==> src/rtl/complex_mac_stream_if.sv <==
// complex_mac_stream_if: AXI-stream style operand/result bundle for the complex MAC
interface complex_mac_stream_if #(
  parameter int A_WIDTH   = 16,
  parameter int B_WIDTH   = 16,
  parameter int OUT_WIDTH = 16
);
  localparam int AP   = ((A_WIDTH + 7) / 8) * 8;
  localparam int BP   = ((B_WIDTH + 7) / 8) * 8;
  localparam int OUTP = ((OUT_WIDTH + 7) / 8) * 8;
  logic [2*AP-1:0]   s_axis_a_tdata;
  logic              s_axis_a_tuser;
  logic              s_axis_a_tlast;
  logic              s_axis_a_tvalid;
  logic              s_axis_a_tready;
  logic [2*BP-1:0]   s_axis_b_tdata;
  logic              s_axis_b_tvalid;
  logic              s_axis_b_tready;
  logic [2*OUTP-1:0] m_axis_dout_tdata;
  logic [1:0]        m_axis_dout_tuser;
  logic              m_axis_dout_tlast;
  logic              m_axis_dout_tvalid;
  logic              m_axis_dout_tready;
  logic [15:0]       ovf_count;
  logic              ovf_clear;
  modport master (
    output s_axis_a_tdata, s_axis_a_tuser, s_axis_a_tlast, s_axis_a_tvalid,
    output s_axis_b_tdata, s_axis_b_tvalid, m_axis_dout_tready, ovf_clear,
    input  s_axis_a_tready, s_axis_b_tready, m_axis_dout_tdata, m_axis_dout_tuser,
    input  m_axis_dout_tlast, m_axis_dout_tvalid, ovf_count
  );
  modport slave (
    input  s_axis_a_tdata, s_axis_a_tuser, s_axis_a_tlast, s_axis_a_tvalid,
    input  s_axis_b_tdata, s_axis_b_tvalid, m_axis_dout_tready, ovf_clear,
    output s_axis_a_tready, s_axis_b_tready, m_axis_dout_tdata, m_axis_dout_tuser,
    output m_axis_dout_tlast, m_axis_dout_tvalid, ovf_count
  );
endinterface

==> src/rtl/complex_mac_stream.sv <==
// complex_mac_stream: pipelined complex multiply (optional conj(B)) with rounding, saturation and overflow count
module complex_mac_stream #(
  parameter int A_WIDTH    = 16,
  parameter int B_WIDTH    = 16,
  parameter int OUT_WIDTH  = 16,
  parameter int SHIFT      = 15,
  parameter int STAGES     = 6,
  parameter int ROUND_MODE = 0,
  parameter int SATURATE   = 1
) (
  input logic aclk,
  input logic areset,
  complex_mac_stream_if.slave bus
);
  localparam int AP   = ((A_WIDTH + 7) / 8) * 8;
  localparam int BP   = ((B_WIDTH + 7) / 8) * 8;
  localparam int OUTP = ((OUT_WIDTH + 7) / 8) * 8;
  localparam int P    = A_WIDTH + B_WIDTH;
  localparam int W    = P + 2;
  localparam int CW   = ((W + 1 > OUT_WIDTH) ? W + 1 : OUT_WIDTH) + 1;
  localparam int N    = STAGES - 4;
  localparam logic signed [W:0]    HALF = ((W + 1)'(1) << SHIFT) >> 1;
  localparam logic        [W:0]    MASK = ((W + 1)'(1) << SHIFT) - (W + 1)'(1);
  localparam logic signed [CW-1:0] MAXV = (CW'(1) << (OUT_WIDTH - 1)) - CW'(1);
  localparam logic signed [CW-1:0] MINV = -MAXV - CW'(1);

  logic en, acc, hs;
  logic [4:0] v_q, lst_q;
  logic [1:0] cj_q;
  logic signed [A_WIDTH-1:0] ar_q, ai_q;
  logic signed [B_WIDTH-1:0] br_q, bi_q;
  logic signed [P-1:0] rr_q, ii_q, ri_q, ir_q;
  logic signed [W-1:0] pr_q, pi_q;
  logic signed [W:0] rdr_q, rdi_q;
  logic [OUTP:0] sr_q, si_q;
  logic [N-1:0] dv_q, dl_q;
  logic [N-1:0][1:0] du_q;
  logic [N-1:0][2*OUTP-1:0] dd_q;
  logic [15:0] ovf_cnt_q;

  function automatic logic signed [W:0] rnd(input logic signed [W-1:0] v);
    logic signed [W:0] x, t, u;
    x = (W + 1)'(v);
    t = x >>> SHIFT;
    u = (x + HALF) >>> SHIFT;
    return (ROUND_MODE == 0) ? t : (ROUND_MODE == 2 && (x & MASK) == HALF && !t[0]) ? t : u;
  endfunction

  function automatic logic [OUTP:0] sat(input logic signed [W:0] r);
    logic signed [CW-1:0] e;
    logic signed [OUT_WIDTH-1:0] o;
    logic ovf;
    e = CW'(r);
    ovf = e > MAXV || e < MINV;
    o = (SATURATE != 0 && ovf) ? OUT_WIDTH'(e < 0 ? MINV : MAXV) : OUT_WIDTH'(e);
    return {ovf, OUTP'(o)};
  endfunction

  assign en  = !dv_q[N-1] || bus.m_axis_dout_tready;
  assign acc = bus.s_axis_a_tvalid && bus.s_axis_b_tvalid && en;
  assign hs  = dv_q[N-1] && bus.m_axis_dout_tready;
  assign bus.s_axis_a_tready    = en;
  assign bus.s_axis_b_tready    = en;
  assign bus.m_axis_dout_tvalid = dv_q[N-1];
  assign bus.m_axis_dout_tuser  = du_q[N-1];
  assign bus.m_axis_dout_tlast  = dl_q[N-1];
  assign bus.m_axis_dout_tdata  = dd_q[N-1];
  assign bus.ovf_count          = ovf_cnt_q;

  // Arithmetic pipe: capture, products, conj-aware sums, rounding, saturation
  always_ff @(posedge aclk)
    if (en) begin
      ar_q  <= $signed(bus.s_axis_a_tdata[A_WIDTH-1:0]);
      ai_q  <= $signed(bus.s_axis_a_tdata[AP+A_WIDTH-1:AP]);
      br_q  <= $signed(bus.s_axis_b_tdata[B_WIDTH-1:0]);
      bi_q  <= $signed(bus.s_axis_b_tdata[BP+B_WIDTH-1:BP]);
      cj_q  <= {cj_q[0], bus.s_axis_a_tuser};
      lst_q <= {lst_q[3:0], bus.s_axis_a_tlast};
      rr_q  <= P'(ar_q) * P'(br_q);
      ii_q  <= P'(ai_q) * P'(bi_q);
      ri_q  <= P'(ar_q) * P'(bi_q);
      ir_q  <= P'(ai_q) * P'(br_q);
      pr_q  <= cj_q[1] ? W'(rr_q) + W'(ii_q) : W'(rr_q) - W'(ii_q);
      pi_q  <= cj_q[1] ? W'(ir_q) - W'(ri_q) : W'(ri_q) + W'(ir_q);
      rdr_q <= rnd(pr_q);
      rdi_q <= rnd(pi_q);
      sr_q  <= sat(rdr_q);
      si_q  <= sat(rdi_q);
    end

  // Valid tracking and output delay line; flags of bubbles are forced to zero
  always_ff @(posedge aclk)
    if (areset) begin
      v_q  <= '0;
      dv_q <= '0;
      dl_q <= '0;
      du_q <= '0;
      dd_q <= '0;
    end else if (en) begin
      v_q  <= {v_q[3:0], acc};
      dv_q <= {dv_q[N-2:0], v_q[4]};
      dl_q <= {dl_q[N-2:0], lst_q[4]};
      du_q <= {du_q[N-2:0], {2{v_q[4]}} & {si_q[OUTP], sr_q[OUTP]}};
      dd_q <= {dd_q[N-2:0], si_q[OUTP-1:0], sr_q[OUTP-1:0]};
    end

  // Overflow beat counter, sticky at all-ones, clear wins over increment
  always_ff @(posedge aclk)
    if (areset || bus.ovf_clear) ovf_cnt_q <= '0;
    else if (hs && |du_q[N-1] && ovf_cnt_q != 16'hFFFF) ovf_cnt_q <= ovf_cnt_q + 16'd1;
endmodule

==> src/flat_wrapper.sv <==
// flat-port wrapper written by rule: the top's interface ports become plain ports
module complex_mac_stream_flat 
#(
  parameter int A_WIDTH    = 16,
  parameter int B_WIDTH    = 16,
  parameter int OUT_WIDTH  = 16,
  parameter int SHIFT      = 15,
  parameter int STAGES     = 6,
  parameter int ROUND_MODE = 0,
  parameter int SATURATE   = 1
)
  (aclk, areset, bus_s_axis_a_tdata, bus_s_axis_a_tuser, bus_s_axis_a_tlast, bus_s_axis_a_tvalid, bus_s_axis_b_tdata, bus_s_axis_b_tvalid, bus_m_axis_dout_tready, bus_ovf_clear, bus_s_axis_a_tready, bus_s_axis_b_tready, bus_m_axis_dout_tdata, bus_m_axis_dout_tuser, bus_m_axis_dout_tlast, bus_m_axis_dout_tvalid, bus_ovf_count);
  complex_mac_stream_if #(.A_WIDTH(A_WIDTH), .B_WIDTH(B_WIDTH), .OUT_WIDTH(OUT_WIDTH)) bus_i ();
  input logic aclk;
  input logic areset;
  input wire logic [$bits(bus_i.s_axis_a_tdata)-1:0] bus_s_axis_a_tdata;
  input wire logic [$bits(bus_i.s_axis_a_tuser)-1:0] bus_s_axis_a_tuser;
  input wire logic [$bits(bus_i.s_axis_a_tlast)-1:0] bus_s_axis_a_tlast;
  input wire logic [$bits(bus_i.s_axis_a_tvalid)-1:0] bus_s_axis_a_tvalid;
  input wire logic [$bits(bus_i.s_axis_b_tdata)-1:0] bus_s_axis_b_tdata;
  input wire logic [$bits(bus_i.s_axis_b_tvalid)-1:0] bus_s_axis_b_tvalid;
  input wire logic [$bits(bus_i.m_axis_dout_tready)-1:0] bus_m_axis_dout_tready;
  input wire logic [$bits(bus_i.ovf_clear)-1:0] bus_ovf_clear;
  output wire logic [$bits(bus_i.s_axis_a_tready)-1:0] bus_s_axis_a_tready;
  output wire logic [$bits(bus_i.s_axis_b_tready)-1:0] bus_s_axis_b_tready;
  output wire logic [$bits(bus_i.m_axis_dout_tdata)-1:0] bus_m_axis_dout_tdata;
  output wire logic [$bits(bus_i.m_axis_dout_tuser)-1:0] bus_m_axis_dout_tuser;
  output wire logic [$bits(bus_i.m_axis_dout_tlast)-1:0] bus_m_axis_dout_tlast;
  output wire logic [$bits(bus_i.m_axis_dout_tvalid)-1:0] bus_m_axis_dout_tvalid;
  output wire logic [$bits(bus_i.ovf_count)-1:0] bus_ovf_count;
  assign bus_i.s_axis_a_tdata = bus_s_axis_a_tdata;
  assign bus_i.s_axis_a_tuser = bus_s_axis_a_tuser;
  assign bus_i.s_axis_a_tlast = bus_s_axis_a_tlast;
  assign bus_i.s_axis_a_tvalid = bus_s_axis_a_tvalid;
  assign bus_i.s_axis_b_tdata = bus_s_axis_b_tdata;
  assign bus_i.s_axis_b_tvalid = bus_s_axis_b_tvalid;
  assign bus_i.m_axis_dout_tready = bus_m_axis_dout_tready;
  assign bus_i.ovf_clear = bus_ovf_clear;
  assign bus_s_axis_a_tready = bus_i.s_axis_a_tready;
  assign bus_s_axis_b_tready = bus_i.s_axis_b_tready;
  assign bus_m_axis_dout_tdata = bus_i.m_axis_dout_tdata;
  assign bus_m_axis_dout_tuser = bus_i.m_axis_dout_tuser;
  assign bus_m_axis_dout_tlast = bus_i.m_axis_dout_tlast;
  assign bus_m_axis_dout_tvalid = bus_i.m_axis_dout_tvalid;
  assign bus_ovf_count = bus_i.ovf_count;
  complex_mac_stream #(.A_WIDTH(A_WIDTH), .B_WIDTH(B_WIDTH), .OUT_WIDTH(OUT_WIDTH), .SHIFT(SHIFT), .STAGES(STAGES), .ROUND_MODE(ROUND_MODE), .SATURATE(SATURATE)) u_core (.aclk(aclk), .areset(areset), .bus(bus_i));
endmodule
==> config.mk <==
export PLATFORM = sky130hd
export DESIGN_NAME = complex_mac_stream_flat
export DESIGN_NICKNAME = d
export VERILOG_FILES = /design/src/rtl/complex_mac_stream_if.sv /design/src/rtl/complex_mac_stream.sv /design/src/flat_wrapper.sv
export SDC_FILE = /design/constraint.sdc
export NUM_CORES = 2
export LEC_CHECK = 0
export CAP_MARGIN = 0
export CORE_MARGIN = 4
export CORE_UTILIZATION = 59
export CTS_CLUSTER_DIAMETER = 30
export DETAILED_ROUTE_END_ITERATION = 8
export HOLD_SLACK_MARGIN = 0.06
export PLACE_DENSITY = 0.77
export SKIP_CTS_REPAIR_TIMING = 1
export SYNTH_ARGS = -nofsm -noshare
export SYNTH_HDL_FRONTEND = slang
export SYNTH_SLANG_ARGS = --single-unit
==> constraint.sdc <==
create_clock -name aclk -period 23.7 [get_ports aclk]
set_input_delay 4.74 -clock aclk [delete_from_list [all_inputs] [get_ports aclk]]
set_output_delay 4.74 -clock aclk [all_outputs]
set_load 0.02 [all_outputs]
==> flow_summary.yaml <==
die:
  ios: 126
  die_w_um: 317
  die_h_um: 317
  coreArea_um2: 95000
  start_util_pct: 59.4
  rows: 113
  dieArea_um2: 101000
timing:
  finalWorstSetupSlack_ps: 12100
  hold_violations: 0
  min_period_ps: 11600
  finClkSkew_ps: 48.3
  finalCritPeriodShare_pct: 49.0
  max_slew_margin_pct: 34.4
  fin_setup_tns_ps: 0
  rsz0062_at_grt: "no"
  max_freq_ghz: 0.0862
  holdWs_ps: 412
  worst_slew_pin_slew_ps: 970
  finalMaxSlewViolations: 0
  setup_viol: 0
cts:
  cts_tree: "done"
  clockBufferDepth: 3
  worstSkewPairLatency_ps: 680
  h-tree-depth: 3
  cts.reportedPaths.clkPinSlew_ps: 50
  cts_sinks: 398
  numCtsBuffers: 90
  root_buffer: "clkbuf_16"
synth:
  netlist_instances: 5841
  synth_nets: 7354
  synth_edf_count: 305
  synth_top_area_share_pct: 37.2
  ys_seq_area_share_pct: 19.5
  synth_area_per_cell_um2: 9.66
  synth_flop_cell: "edfxtp_1"
  syn_area_um2: 56500
  ys_top_cells_by_area: "fa_1 (37%), edfxtp_1 (16%), ha_1 (8.7%), inv_1 (7.9%), and2_1 (5.6%)"
  yosysWarnings: 0
  ys_async_sr_fraction_pct: 0
  yosysUniqueCellTypes: 74
  synth_area_leader_cell: "fa_1"
  synth-seq-cells: 398
routing:
  wl_per_cell_um: 18.5
  num_vias: 39800
  post_drt_via_cell_ratio: 5.54
  drc: 0
  drtIter0Drc: 3084
  ant_nets: 0
  drt_first_pass_iters: 8
  routed_wl_um: 133000
finish:
  nets: 7352
  area_delta_synth_final_pct: 9.49
  final_common_cell: "inv_1"
  layout_common_cells: "inv_1 (1,195), fa_1 (1,048), nand2_1 (713)"
  layout-drive-gt1-share_pct: 4.24
  antenna_cells_inserted: 0
  final_cells: 7181
job:
  max_cap_viol_count: 0
setup_path:
  critPathArrivalTime_ps: 6860
  worstPathRequired_ps: 18960
  critPathCaptureType: "output pin"
  worstSetupPathType: "in2out"
  start_kind: "input port"
  path_max_fanout: 116
global_routing:
  grt_pass1_vias: 42900
  gr-total-overflow: 0
  grt_max_degree: 117
  antenna_found_initial: 3
  grt_pass1_wl_um: 221000
  grt_use_total_pct: 27.9
placement:
  hpwl_um: 96500
  gp_congestion: 0.914
  io_buffers: 125
  pre_cts_ws_ps: 12100
  place_inst: 7012
min_path:
  hp-class: "reg2reg"
outcome:
  outcome: "completed"
[metrics by stage]
stage	cell area, µm²	utilization [%]
floorplan	56500	-
global placement	58600	61.7
detailed placement	58600	61.7
CTS	61800	65.1
global route	61800	65.1
finish	61800	65.1
[logic make-up after synthesis]
kind of cell,share of synthesized area [%]
DFF,19.5
adders and majority gates,45.9
AOI/OAI and AO/OA,6.16
buffers and inverters,10.1
xor gates and xnor gates,3.74
and+or+nand+nor,14.4
muxes,0.126
[registers in the layout, summed over array words and instances, names as in the netlist, 32 cells and up]
signal	flops
u_core.bus.m_axis_dout_tdata	32
u_core.dd_q	32
u_core.ii_q	32
u_core.ir_q	32
u_core.ri_q	32
u_core.rr_q	32
[area by class of cell]
type | instances | area [µm²]
Clock buffer | 106 | 2440
Inverter | 1197 | 4500
Sequential cell | 398 | 11000
Clock inverter | 63 | 763
Fill cell | 7498 | 33200
Tap cell | 1265 | 1580
Timing Repair Buffer | 197 | 1790
Multi-Input combinational cell | 3955 | 39700
[Yosys cell counts (all sizes together) (4+ instances only)]
| cell type | number |
|---|---|
| dfxtp | 93 |
| nor2b | 17 |
| nand3 | 31 |
| nor3 | 41 |
| nor2 | 285 |
| o21ai | 69 |
| nand2b | 38 |
| o211ai | 16 |
| buf | 41 |
| o21a | 29 |
| clkbuf | 250 |
| and2 | 504 |
| o2111ai | 6 |
| nor4 | 11 |
| edfxtp | 305 |
| and3 | 18 |
| nand2 | 713 |
| o21bai | 18 |
| and4 | 4 |
| or3 | 11 |
| xnor2 | 170 |
| ha | 393 |
| a2111oi | 5 |
| inv | 1196 |
| a21oi | 249 |
| nand4 | 13 |
| a211oi | 22 |
| a31o | 6 |
| o31ai | 7 |
| mux2i | 6 |
| or2 | 5 |
| a21boi | 8 |
| o41ai | 8 |
| fa | 1048 |
| xor2 | 71 |
| or4 | 8 |
| a21o | 60 |
| o31a | 4 |
| a31oi | 19 |
[path summary, 6_finish.rpt]
check                          from             endpoint  slack (ps)  depth (start not counted)
max          bus_m_axis_dout_tready  bus_s_axis_a_tready       12100                          4
max reg2reg          u_core.ar_q[7]      u_core.rr_q[28]       16270                         21
min reg2reg         u_core.pi_q[24]      u_core.rdi_q[9]         410                          0
min                 u_core.pi_q[24]      u_core.rdi_q[9]         410                          0
[worst max-delay path, cell delays in order]
cell and delay, ps:
clkdlybuf4s50_1 520, nor2b_4 70, inv_8 460, clkdlybuf4s50_1 1010
[per-layer routing]
metal / track usage [%] / vias to the layer above / part of all wire (%) / routed length, µm
met4: 12.8 / 4 / 5.3 / 6970
li1: - / 17800 / - / -
met5: 0 / - / 0.024 / 32
met3: 4.57 / 348 / 7.9 / 10500
met1: 36.7 / 20000 / 40 / 52500
met2: 45.7 / 1566 / 47 / 62600
Power is not shown: default switching activity piles up to over one toggle a cycle in this logic, so the estimate is an artifact.
